### config.mk
export PLATFORM = sky130hd
export DESIGN_NAME = pair_triple_pattern_gen_flat
export DESIGN_NICKNAME = d
export VERILOG_FILES = /design/src/rtl/pair_triple_pattern_gen_if.sv /design/src/rtl/pair_triple_pattern_gen.sv /design/src/flat_wrapper.sv
export SDC_FILE = /design/constraint.sdc
export NUM_CORES = 1
export LEC_CHECK = 0
export ABC_AREA = 1
export CAP_MARGIN = 25
export CORE_AREA = 2 2 48 50
export CTS_CLUSTER_DIAMETER = 80
export DETAILED_ROUTE_END_ITERATION = 8
export DIE_AREA = 0 0 50 52
export GPL_TIMING_DRIVEN = 0
export MAX_ROUTING_LAYER = met4
export SLEW_MARGIN = 40
export SYNTH_ARGS = -nofsm -noshare
export SYNTH_HDL_FRONTEND = slang
export SYNTH_SLANG_ARGS = --single-unit
### constraint.sdc
create_clock -name clk -period 1.7 [get_ports clk]
set_input_delay 0.255 -clock clk [delete_from_list [all_inputs] [get_ports clk]]
set_output_delay 0.255 -clock clk [all_outputs]
set_load 0.03 [all_outputs]
### src/rtl/pair_triple_pattern_gen_if.sv
// Request and pattern stream bundle for the pair/triple pattern generator.
// The master side issues requests and consumes patterns; the slave side is the generator.
interface pair_triple_pattern_gen_if #(
   parameter int p_count_nbits = 4
);
   // Both channels use val/rdy: a transfer happens on a posedge where val and rdy
   // are both 1; the sender holds its payload stable while val=1 and rdy=0.
   logic                     req_val;
   logic                     req_rdy;
   logic [1:0]               req_mode;
   logic [p_count_nbits-1:0] req_count;
   logic                     out_val;
   logic                     out_rdy;
   logic                     out_in0;
   logic                     out_in1;
   logic                     out_in2;
   logic                     out_last;

   modport master (
      output req_val, req_mode, req_count, out_rdy,
      input  req_rdy, out_val, out_in0, out_in1, out_in2, out_last
   );

   modport slave (
      input  req_val, req_mode, req_count, out_rdy,
      output req_rdy, out_val, out_in0, out_in1, out_in2, out_last
   );
endinterface

### src/rtl/pair_triple_pattern_gen.sv
// Walks the eight 3-bit minterms and streams those whose 2-of-3 majority
// matches the requested class, a requested number of times.
module pair_triple_pattern_gen #(
   parameter int p_count_nbits = 4
) (
   input  logic                         clk,
   input  logic                         rst,
   pair_triple_pattern_gen_if.slave     bus,
   output logic [1:0]                   state_dbg
);
   typedef enum logic [1:0] {
      IDLE   = 2'd0,
      SEARCH = 2'd1,
      SEND   = 2'd2
   } state_t;

   state_t                   state, state_n;
   logic [2:0]               idx, idx_n;
   logic [p_count_nbits-1:0] remaining, remaining_n;
   logic [1:0]               mode, mode_n;
   logic                     val_q, val_n;
   logic [2:0]               pat_q, pat_n;
   logic                     last_q, last_n;
   logic                     maj;
   logic                     match;

   assign maj   = (idx[2] & idx[1]) | (idx[2] & idx[0]) | (idx[1] & idx[0]);
   assign match = mode[1] | (mode[0] == maj);

   always_comb begin
      state_n     = state;
      idx_n       = idx;
      remaining_n = remaining;
      mode_n      = mode;
      val_n       = val_q;
      pat_n       = pat_q;
      last_n      = last_q;
      case (state)
         IDLE: begin
            val_n = 1'b0;
            if (bus.req_val) begin
               mode_n      = bus.req_mode;
               remaining_n = bus.req_count;
               if (bus.req_count != '0) state_n = SEARCH;
            end
         end
         SEARCH: begin
            idx_n = idx + 3'd1;
            if (match) begin
               pat_n   = idx;
               val_n   = 1'b1;
               last_n  = (remaining == p_count_nbits'(1));
               state_n = SEND;
            end
         end
         SEND: begin
            // idx stays put here so the next search resumes after the sent pattern
            if (bus.out_rdy) begin
               remaining_n = remaining - p_count_nbits'(1);
               val_n       = 1'b0;
               last_n      = 1'b0;
               state_n     = (remaining == p_count_nbits'(1)) ? IDLE : SEARCH;
            end
         end
         default: state_n = IDLE;
      endcase
   end

   always_ff @(posedge clk) begin
      if (rst) begin
         state     <= IDLE;
         idx       <= 3'd0;
         remaining <= '0;
         mode      <= 2'd0;
         val_q     <= 1'b0;
         pat_q     <= 3'd0;
         last_q    <= 1'b0;
      end else begin
         state     <= state_n;
         idx       <= idx_n;
         remaining <= remaining_n;
         mode      <= mode_n;
         val_q     <= val_n;
         pat_q     <= pat_n;
         last_q    <= last_n;
      end
   end

   assign bus.req_rdy  = (state == IDLE);
   assign bus.out_val  = val_q;
   assign bus.out_in0  = pat_q[2];
   assign bus.out_in1  = pat_q[1];
   assign bus.out_in2  = pat_q[0];
   assign bus.out_last = last_q;
   assign state_dbg    = state;
endmodule

### src/flat_wrapper.sv
// flat-port wrapper written by rule: the top's interface ports become plain ports
module pair_triple_pattern_gen_flat 
#(
   parameter int p_count_nbits = 4
)
  (clk, rst, state_dbg, bus_req_val, bus_req_mode, bus_req_count, bus_out_rdy, bus_req_rdy, bus_out_val, bus_out_in0, bus_out_in1, bus_out_in2, bus_out_last);
  pair_triple_pattern_gen_if #(.p_count_nbits(p_count_nbits)) bus_i ();
  input  logic clk;
  input  logic rst;
  output logic [1:0] state_dbg;
  input wire logic [$bits(bus_i.req_val)-1:0] bus_req_val;
  input wire logic [$bits(bus_i.req_mode)-1:0] bus_req_mode;
  input wire logic [$bits(bus_i.req_count)-1:0] bus_req_count;
  input wire logic [$bits(bus_i.out_rdy)-1:0] bus_out_rdy;
  output wire logic [$bits(bus_i.req_rdy)-1:0] bus_req_rdy;
  output wire logic [$bits(bus_i.out_val)-1:0] bus_out_val;
  output wire logic [$bits(bus_i.out_in0)-1:0] bus_out_in0;
  output wire logic [$bits(bus_i.out_in1)-1:0] bus_out_in1;
  output wire logic [$bits(bus_i.out_in2)-1:0] bus_out_in2;
  output wire logic [$bits(bus_i.out_last)-1:0] bus_out_last;
  assign bus_i.req_val = bus_req_val;
  assign bus_i.req_mode = bus_req_mode;
  assign bus_i.req_count = bus_req_count;
  assign bus_i.out_rdy = bus_out_rdy;
  assign bus_req_rdy = bus_i.req_rdy;
  assign bus_out_val = bus_i.out_val;
  assign bus_out_in0 = bus_i.out_in0;
  assign bus_out_in1 = bus_i.out_in1;
  assign bus_out_in2 = bus_i.out_in2;
  assign bus_out_last = bus_i.out_last;
  pair_triple_pattern_gen #(.p_count_nbits(p_count_nbits)) u_core (.clk(clk), .rst(rst), .bus(bus_i), .state_dbg(state_dbg));
endmodule
==> results.md, run 1 <==
Route:
- The total wire length after detailed routing is 1580 µm.
- The total number of vias is ~730.
- The average via count per standard cell is between 4 and 5.
- After detailed routing, the average wire length per cell comes to roughly 10 µm.
- The first-pass iteration count of the detailed router is 4.
- The count of nets left with antenna violations once routing finished came out at 0.
- The number of remaining DRC errors is 0.
- For this block, the initial DRC count from the detailed router was 17.

Timing:
- The worst path in the final design needs a cycle of 1550 ps, including I/O delays and setup.
- The slew at the pin with the worst max-slew slack is between 300 and 400 ps.
- The number of max-slew violations in the final report is 0.
- The relative max-transition margin is between 70% and 80%.
- The total negative slack for setup checks is 0 ps.
- Setup violations remaining at the end of the flow were counted as 0.
- The portion of the clock cycle consumed by the worst path in the final layout is 91.3%.
- The final hold violation count was 0.
- The timing-limited maximum frequency is 645 MHz.
- The setup skew after layout is ~0.97 ps.
- The smallest setup slack after layout is ~150 ps.
- Setup repair after global routing left no endpoint under its margin.

Die:
- For this design the top-level I/O count stands at 18.
- In this run the horizontal extent of the chip is approximately 50 µm.
- The number of placement rows is 17.
- Once the floorplan was initialized, standard cells occupied 37.5% of the core.
- The die covers 2600 µm².
- The placeable core region is between 2000 and 2500 µm².
- Measured along the y axis, the die boundary spans between 50 and 60 µm.

CTS:
- TritonCTS created 3 clock buffers.
- The clock transition at the register clock pins on the worst setup and hold paths after CTS is approximately 90 ps.
- The buffers inserted during post-CTS setup optimization is 0.
- The clock net sink count is 16.
- The buffer cell driving the clock tree root is sky130_fd_sc_hd__clkbuf_4.
- The maximum level of the CTS H-tree is 1.
- TritonCTS built the clock tree.
- The maximum root-to-sink buffer count is 2.
- At the later pin of the worst-skew pair, clock insertion delay measures between 200 and 300 ps.

Setup path:
- The buffer and inverter count on the worst path is 1.
- STA puts the critical path data required time at approximately 1400 ps.
- The kind of capture point of the worst setup path is an output port.
- Setup slack on the worst reg-to-reg path comes out at 340 ps.
- On the critical path the largest part of the delay comes from buffers and inverters.
- The arrival time at the worst endpoint is around 1300 ps.
- The maximum single-stage delay on the critical path is around 700 ps.
- The cell count of the worst reg-to-reg path is 9.
- The worst register-to-register path ends at u_core.bus.out_last.
- The slowest cell on the critical path is sky130_fd_sc_hd__clkdlybuf4s50_1.
- The critical path goes through clkdlybuf4s50_1.
- The peak fanout along the critical path is 2.
- The critical path is of the reg -> out type.
- The sort of element at the start of the critical path is a register.
- The startpoint of the most critical register-to-register path is u_core.idx[0].

Yosys:
- Ranked by instance count, the synthesized netlist is headed by sky130_fd_sc_hd__dfxtp_1 (16), sky130_fd_sc_hd__inv_1 (15), sky130_fd_sc_hd__nand2_1 (14).
- The prevailing post-synth register cell is sky130_fd_sc_hd__dfxtp_1.
- After synthesis the netlist holds a flip-flop and latch count of 16.
- The sequential-to-total area share from yosys stat is between 40 and 50%.
- Counting flops with a built-in enable in the synthesized netlist gives 0.
- The net count after synthesis is 120.
- Synthesis produced 107 cells.
- Of all flip-flops after synthesis, the portion carrying an async set or reset was 0%.
- The cell type with the largest total area after synthesis is sky130_fd_sc_hd__dfxtp_1.
- The average instance area after synthesis is 7.38 µm².
- Among all cell types in the netlist, the one instantiated most often is sky130_fd_sc_hd__dfxtp_1.
- The count of unique library cells instantiated by Yosys is 22.
- The number of warning messages in the yosys log is 0.
- The synthesized netlist occupies a cell area of between 700 and 800 µm².
- Ranked by total cell area, the synthesized netlist is headed by sky130_fd_sc_hd__dfxtp_1 (41%), sky130_fd_sc_hd__inv_1 (7.1%), sky130_fd_sc_hd__o21ai_0 (7.0%), sky130_fd_sc_hd__nand2_1 (6.7%), sky130_fd_sc_hd__a21oi_1 (5.7%).
- The top cell type's share of synthesized area is ~41%.

Global routing:
- The final global-route overflow total is 0.
- The wire length of the first global-routing pass is 2810 µm.
- The number of antenna violations at the first check in global routing is 0.
- The total global-route track usage is between 10% and 20%.
- The largest net degree at the start of global routing is 11.
- The number of global-route vias before repair is 660.

Placed design:
- The congestion estimate from routability-driven global placement came to about 0.79.
- Before CTS, the worst setup slack after placement is 237 ps.
- Summed over all nets, the half-perimeter wirelength after detailed placement is about 1200 µm.
- The count of buffers inserted at the top-level ports is 17.

Outcome:
- The flow ran to the end, and the final reports show no timing, DRC or antenna violations.

Job:
- Max-cap violations in this run came to 0.

Min path:
- The worst hold path belongs to the class reg -> reg.
- The path with the worst hold slack has its endpoint at u_core.bus.out_val.
- Counting instances, the worst hold path has a depth of 2.
- The origin of the worst min-delay path is u_core.bus.out_val.

Final layout:
- The number of antenna repair diodes is 0.
- The number of nets in the final layout is between 100 and 150.
- Relative to the synthesized area, the layout overhead comes to 30.1%.
- After filler insertion, the fill cell instance count of the layout stands at around 220.
- The post-route netlist has roughly 11% of its cells at a drive strength greater than 1.
- The final standard cell utilization of the core is about 50%.

Power:
- Overall power consumption after layout is estimated at approximately 1000 µW.
- The leakage power total is 0.000429 µW.
- The power per cell area is 977 nW/µm².
- VDD sags by at most ~470 µV.
[registers in the layout, summed over array words and instances (netlist names)]
name and flops:
u_core.bus.out_last 1, u_core.bus.out_val 1, u_core.idx 3, u_core.mode 2
u_core.pat_q 3, u_core.remaining 4, u_core.state_dbg 2
[stage by stage]
stage,cell area (µm²),std cells,hold slack (ps)
6_report,1030,156,467
4_1_cts,1030,156,472
5_1_grt,1030,156,506
3_5_place_dp,995,152,455
2_1_floorplan,790,107,317
3_3_place_gp,995,152,458
[layout make-up]
class,instances,area [µm²],share of cell area (%)
Multi-Input combinational cell,74,405,39.5
Sequential cell,16,320,31.2
Inverter,17,63.8,6.21
Timing Repair Buffer,17,166,16.2
Tap cell,28,35.0,3.41
Clock buffer,4,36.3,3.53
[report_power, final]
group          internal (µW)  leakage (µW)  switching, µW
Combinational            121      0.000276            182
Sequential               419      0.000132           32.7
Clock                    130     0.0000210            119
[layer usage]
metal  share of wire, %  routed length [µm]  vias to the layer above  track usage, %
li1                   -                   -                      390               -
met1                 53                 835                      319            19.5
met2                 42                 661                       18            20.8
met3                4.4                  69                        2            1.72
met4               0.89                  14                        0            6.94
met5                  0                   0                        -               -
[cell usage in the layout, fill, tap and decap left out, drive strengths merged, types with 2 or more instances in the layout]
cell type,count
nand2,18
inv,17
dfxtp,16
nor2,15
clkdlybuf4s50,14
o21ai,12
a21oi,10
nand3,5
clkbuf,4
ha,3
dlygate4sd2,3
nand4,2
o21bai,2
a31oi,2
xor2,2
[worst max path at each step]
| stage | startpoint | endpoint | slack, ps | cells past startpoint |
|---|---|---|---|---|
| detailed placement | rst | u_core.remaining[0] | 240 | 4 |
| global route | u_core.bus.out_val | bus_out_val | 100 | 1 |
| global placement | u_core.state_dbg[1] | bus_req_rdy | 270 | 2 |
| CTS | u_core.bus.out_last | bus_out_last | 120 | 1 |
| finish | u_core.bus.out_val | bus_out_val | 150 | 1 |
| floorplan | u_core.state_dbg[1] | u_core.remaining[1] | 230 | 6 |
[repair_timing]
item                       in CTS  in global routing
setup endpoints to repair       3                  0
resized for setup               3                  0
hold buffers                    0                  0
[kinds of logic (layout without fill, tap and decap cells)]
family | after synthesis | after routing | share of synthesized area [%]
buf+inv | 17 | 38 | 8.08
fa+ha+maj | 3 | 3 | 4.75
simple gates | 41 | 41 | 24.6
flops | 16 | 16 | 40.6
compound gates | 28 | 28 | 19.8
xor+xnor | 2 | 2 | 2.22
(Power assumes the default switching activity.)
==> run 2: changes to the inputs <==
--- a/config.mk
+++ b/config.mk
@@ -7,12 +7,15 @@
 export LEC_CHECK = 0
 export ABC_AREA = 1
 export CAP_MARGIN = 25
-export CORE_AREA = 2 2 48 50
+export CELL_PAD_IN_SITES_DETAIL_PLACEMENT = 0
+export CELL_PAD_IN_SITES_GLOBAL_PLACEMENT = 1
+export CORE_AREA = 2 2 52 54
 export CTS_CLUSTER_DIAMETER = 80
 export DETAILED_ROUTE_END_ITERATION = 8
-export DIE_AREA = 0 0 50 52
+export DIE_AREA = 0 0 54 56
 export GPL_TIMING_DRIVEN = 0
 export MAX_ROUTING_LAYER = met4
+export PLACE_DENSITY_LB_ADDON = 0.1
 export SLEW_MARGIN = 40
 export SYNTH_ARGS = -nofsm -noshare
 export SYNTH_HDL_FRONTEND = slang
==> run 2 against run 1 <==
Critical path type unchanged. Non-clock buffer count stayed put. Via count is 0.82% lower. Clock power is 20% lower. Clock skew is 2.5 ps higher. Worst setup slack better by 5.5 ps. Largest power group unchanged. Register-to-register slack worse by 20 ps.
==> results.md, run 2 (synthesis results as in run 1) <==
Route:
- Detailed routing inserted a total of 723 vias.
- For this run, design rule violations remaining after detail routing come to 0.
- The antenna violation net count after detailed routing is 0.
- The pre-antenna-repair detailed-routing pass consisted of 4 iterations.
- In the routed layout, each cell is associated on average with a via count of ~4.6.
- In the final routed layout, each cell accounts on average for ~11 µm.
- The total wire length after detailed routing is 1690 µm.
- After the first detailed-routing iteration, the DRC count stood at 5.

CTS:
- The tree is rooted in a sky130_fd_sc_hd__clkbuf_4.
- Counting along the longest clock path gives a buffer depth of 2.
- The clock transition at the register clock pins on the worst setup and hold paths after CTS is 90 ps.
- For this design, the CTS-stage hold fixing added 0 buffers.
- Once the clock tree was built, the setup fixing pass inserted 0 buffers.
- Counting the buffers created by CTS gives 3.
- The maximum level of the CTS H-tree is 1.
- The latest clock arrival within the worst-skew pair is 280 ps.
- TritonCTS built the clock tree.
- CTS saw 16 sinks.

Setup path:
- The worst setup path is launched from a register.
- The cell count along the critical path is 1.
- Data on the critical path arrives at its endpoint at approximately 1300 ps.
- The slowest cell on the critical path is sky130_fd_sc_hd__clkdlybuf4s50_1.
- Along the worst path, the maximum fanout reaches 2.
- The cell family contributing the most delay on the critical path is buffers and inverters.
- STA classifies the critical path endpoint as an output port.
- STA puts the critical path data required time at 1440 ps.
- The critical path is of the reg -> out type.
- Traced cell by cell, the critical path runs through clkdlybuf4s50_1.
- The register-to-register path setup slack is roughly 320 ps.
- The worst setup path endpoint is bus_out_val.
- In this run the critical register-to-register path is captured at u_core.bus.out_last.
- The critical path launch point is u_core.bus.out_val.
- The buffer and inverter count on the worst path is 1.
- The number of cells on the worst reg-to-reg path is 9.
- In this run the critical register-to-register path is launched from u_core.idx[0].
- The maximum single-stage delay on the critical path is ~670 ps.

Timing:
- The timing-limited maximum frequency is 647 MHz.
- At the pin with the least slew margin, the transition time is 315 ps.
- The relative max-transition margin is between 70% and 80%.
- Setup repair after global routing left no endpoint under its margin.
- The final hold violation count is 0.
- Hold is met by ~470 ps.
- The total negative slack for setup checks is 0 ps.
- The minimum clock period after layout is roughly 1500 ps.
- The portion of the clock cycle consumed by the worst path in the final layout is between 90 and 100%.
- On the final layout, the worst clock skew is between 3 and 4 ps.
- The number of max-slew violations in the final report came to 0.
- Setup violations remaining at the end of the flow were counted as 0.

Power:
- The clock network accounts for a little over a fifth of the total power.
- The portion of total power attributed to combinational logic is about 32%.
- The net switching share of the total power is between 30% and 40%.
- The internal power of the cells totals a little over 600 µW.
- Power spread over the standard cell area amounts to roughly 930 nW/µm².
- The worst-case IR drop observed on VDD is approximately 450 µV.
- The design draws 952 µW.
- The share of total power in sequential cells is around 47%.
- The net switching power is between 300 and 400 µW.
- The analysis attributes to cell leakage a power of ~0.00043 µW.

Global routing:
- Global routing used under 10% of the available met3 tracks.
- The routing usage on met1 is between 10% and 20%.
- For this run the aggregate overflow at the end of global routing stands at 0.
- For this run, the total global-route usage over all layers was measured as 13.4%.
- The wire length of the first global-routing pass is between 2000 and 3000 µm.
- The number of antenna violations at the first check in global routing is 0.
- The number of global-route vias before repair was 665.
- Entering global routing, the biggest net connects 11 pins.
- The layer flagged by global routing as most heavily used is met2.
- For this run, global-route usage on met2 was measured as between 20% and 30%.

Final layout:
- The final standard cell utilization of the core is 41.9%.
- The library cells used most frequently in the layout, excluding fill and tap cells, are sky130_fd_sc_hd__dfxtp_1 (16), sky130_fd_sc_hd__inv_1 (15), sky130_fd_sc_hd__nand2_1 (14), sky130_fd_sc_hd__clkdlybuf4s50_1 (14), sky130_fd_sc_hd__nor2_1 (12).
- The fraction of layout instances using a drive strength above 1 is between 10 and 15%.
- The most common cell after layout, fill and taps aside is sky130_fd_sc_hd__dfxtp_1.
- The area added between synthesis and finish is 29.2%.
- Ranked by flip-flop count, first place goes to u_core.remaining.
- The flip-flop count of the largest register, all copies and words added is 4.
- The cell area after layout is between 1000 and 1500 µm².
- In the final layout, the registers with the most flip-flops are u_core.remaining x4, u_core.idx x3, u_core.pat_q x3.
- The number of antenna repair diodes is 0.
- The number of nets in the final layout is approximately 140.

Placed design:
- The placement-stage cell area is approximately 1000 µm².
- After legalization and detailed placement, the total HPWL measured 1340 µm.
- The routability congestion estimate from global placement is slightly above 0.8.
- The count of buffers inserted at the top-level ports is 17.

Die:
- The number of placement rows is 18.
- In this run the horizontal extent of the chip is approximately 54 µm.
- The total area inside the core boundary comes to approximately 2400 µm².
- The vertical die dimension is between 50 and 60 µm.
- The area of the die is ~3000 µm².
- The initial cell density of the core is 32.5%.
- The number of top-level pins is 18.

Outcome:
- The flow ran to the end, and the final reports show no timing, DRC or antenna violations.

Job:
- The number of violations of the max-capacitance limit is 0.

Min path:
- The classification of the worst-slack hold path is reg -> reg.
==> run 2: metal layers <==
| metal | part of all wire, % | vias to the layer above |
|---|---|---|
| met1 | 48 | 315 |
| met4 | 1.1 | 0 |
| met2 | 47 | 13 |
| li1 | - | 393 |
| met3 | 3.9 | 2 |
| met5 | 0 | - |
==> run 2: how the worst min path moves through the flow <==
stage	cells after the start	end	slack, ps	start
after global routing	2	u_core.bus.out_val	510	u_core.bus.out_val
after detailed placement	2	u_core.bus.out_val	460	u_core.bus.out_val
after floorplan	1	u_core.remaining[3]	320	rst
after CTS	2	u_core.bus.out_val	470	u_core.bus.out_val
after global placement	2	u_core.bus.out_val	450	u_core.bus.out_val
final	2	u_core.bus.out_val	470	u_core.bus.out_val
==> run 2: per-stage QoR <==
stage,std cells,setup WS [ps]
2_1_floorplan,107,232
3_3_place_gp,154,255
3_5_place_dp,154,231
4_1_cts,157,6.86
5_1_grt,157,101
6_report,157,154
==> run 2: power by group through the flow <==
stage | registers, µW | clock network (µW) | logic [µW]
global placement | 459 | 0 | 313
global route | 459 | 226 | 345
finish | 450 | 198 | 304
floorplan | 494 | 0 | 168
CTS | 451 | 216 | 310
detailed placement | 460 | 0 | 314
==> run 2: repair_timing <==
action                                  CTS  global route
pin swaps                                 0             0
gates resized for setup                   2             1
endpoints found under the setup margin    2             1
==> run 2: final cells by class <==
class                   instances  area (µm²)
fillers                       263        1410
inverters                      17        63.8
repair buffers                 17         170
multi-input cells              74         405
well taps                      30        37.5
flip-flops and latches         16         320
clock buffers                   3        22.5
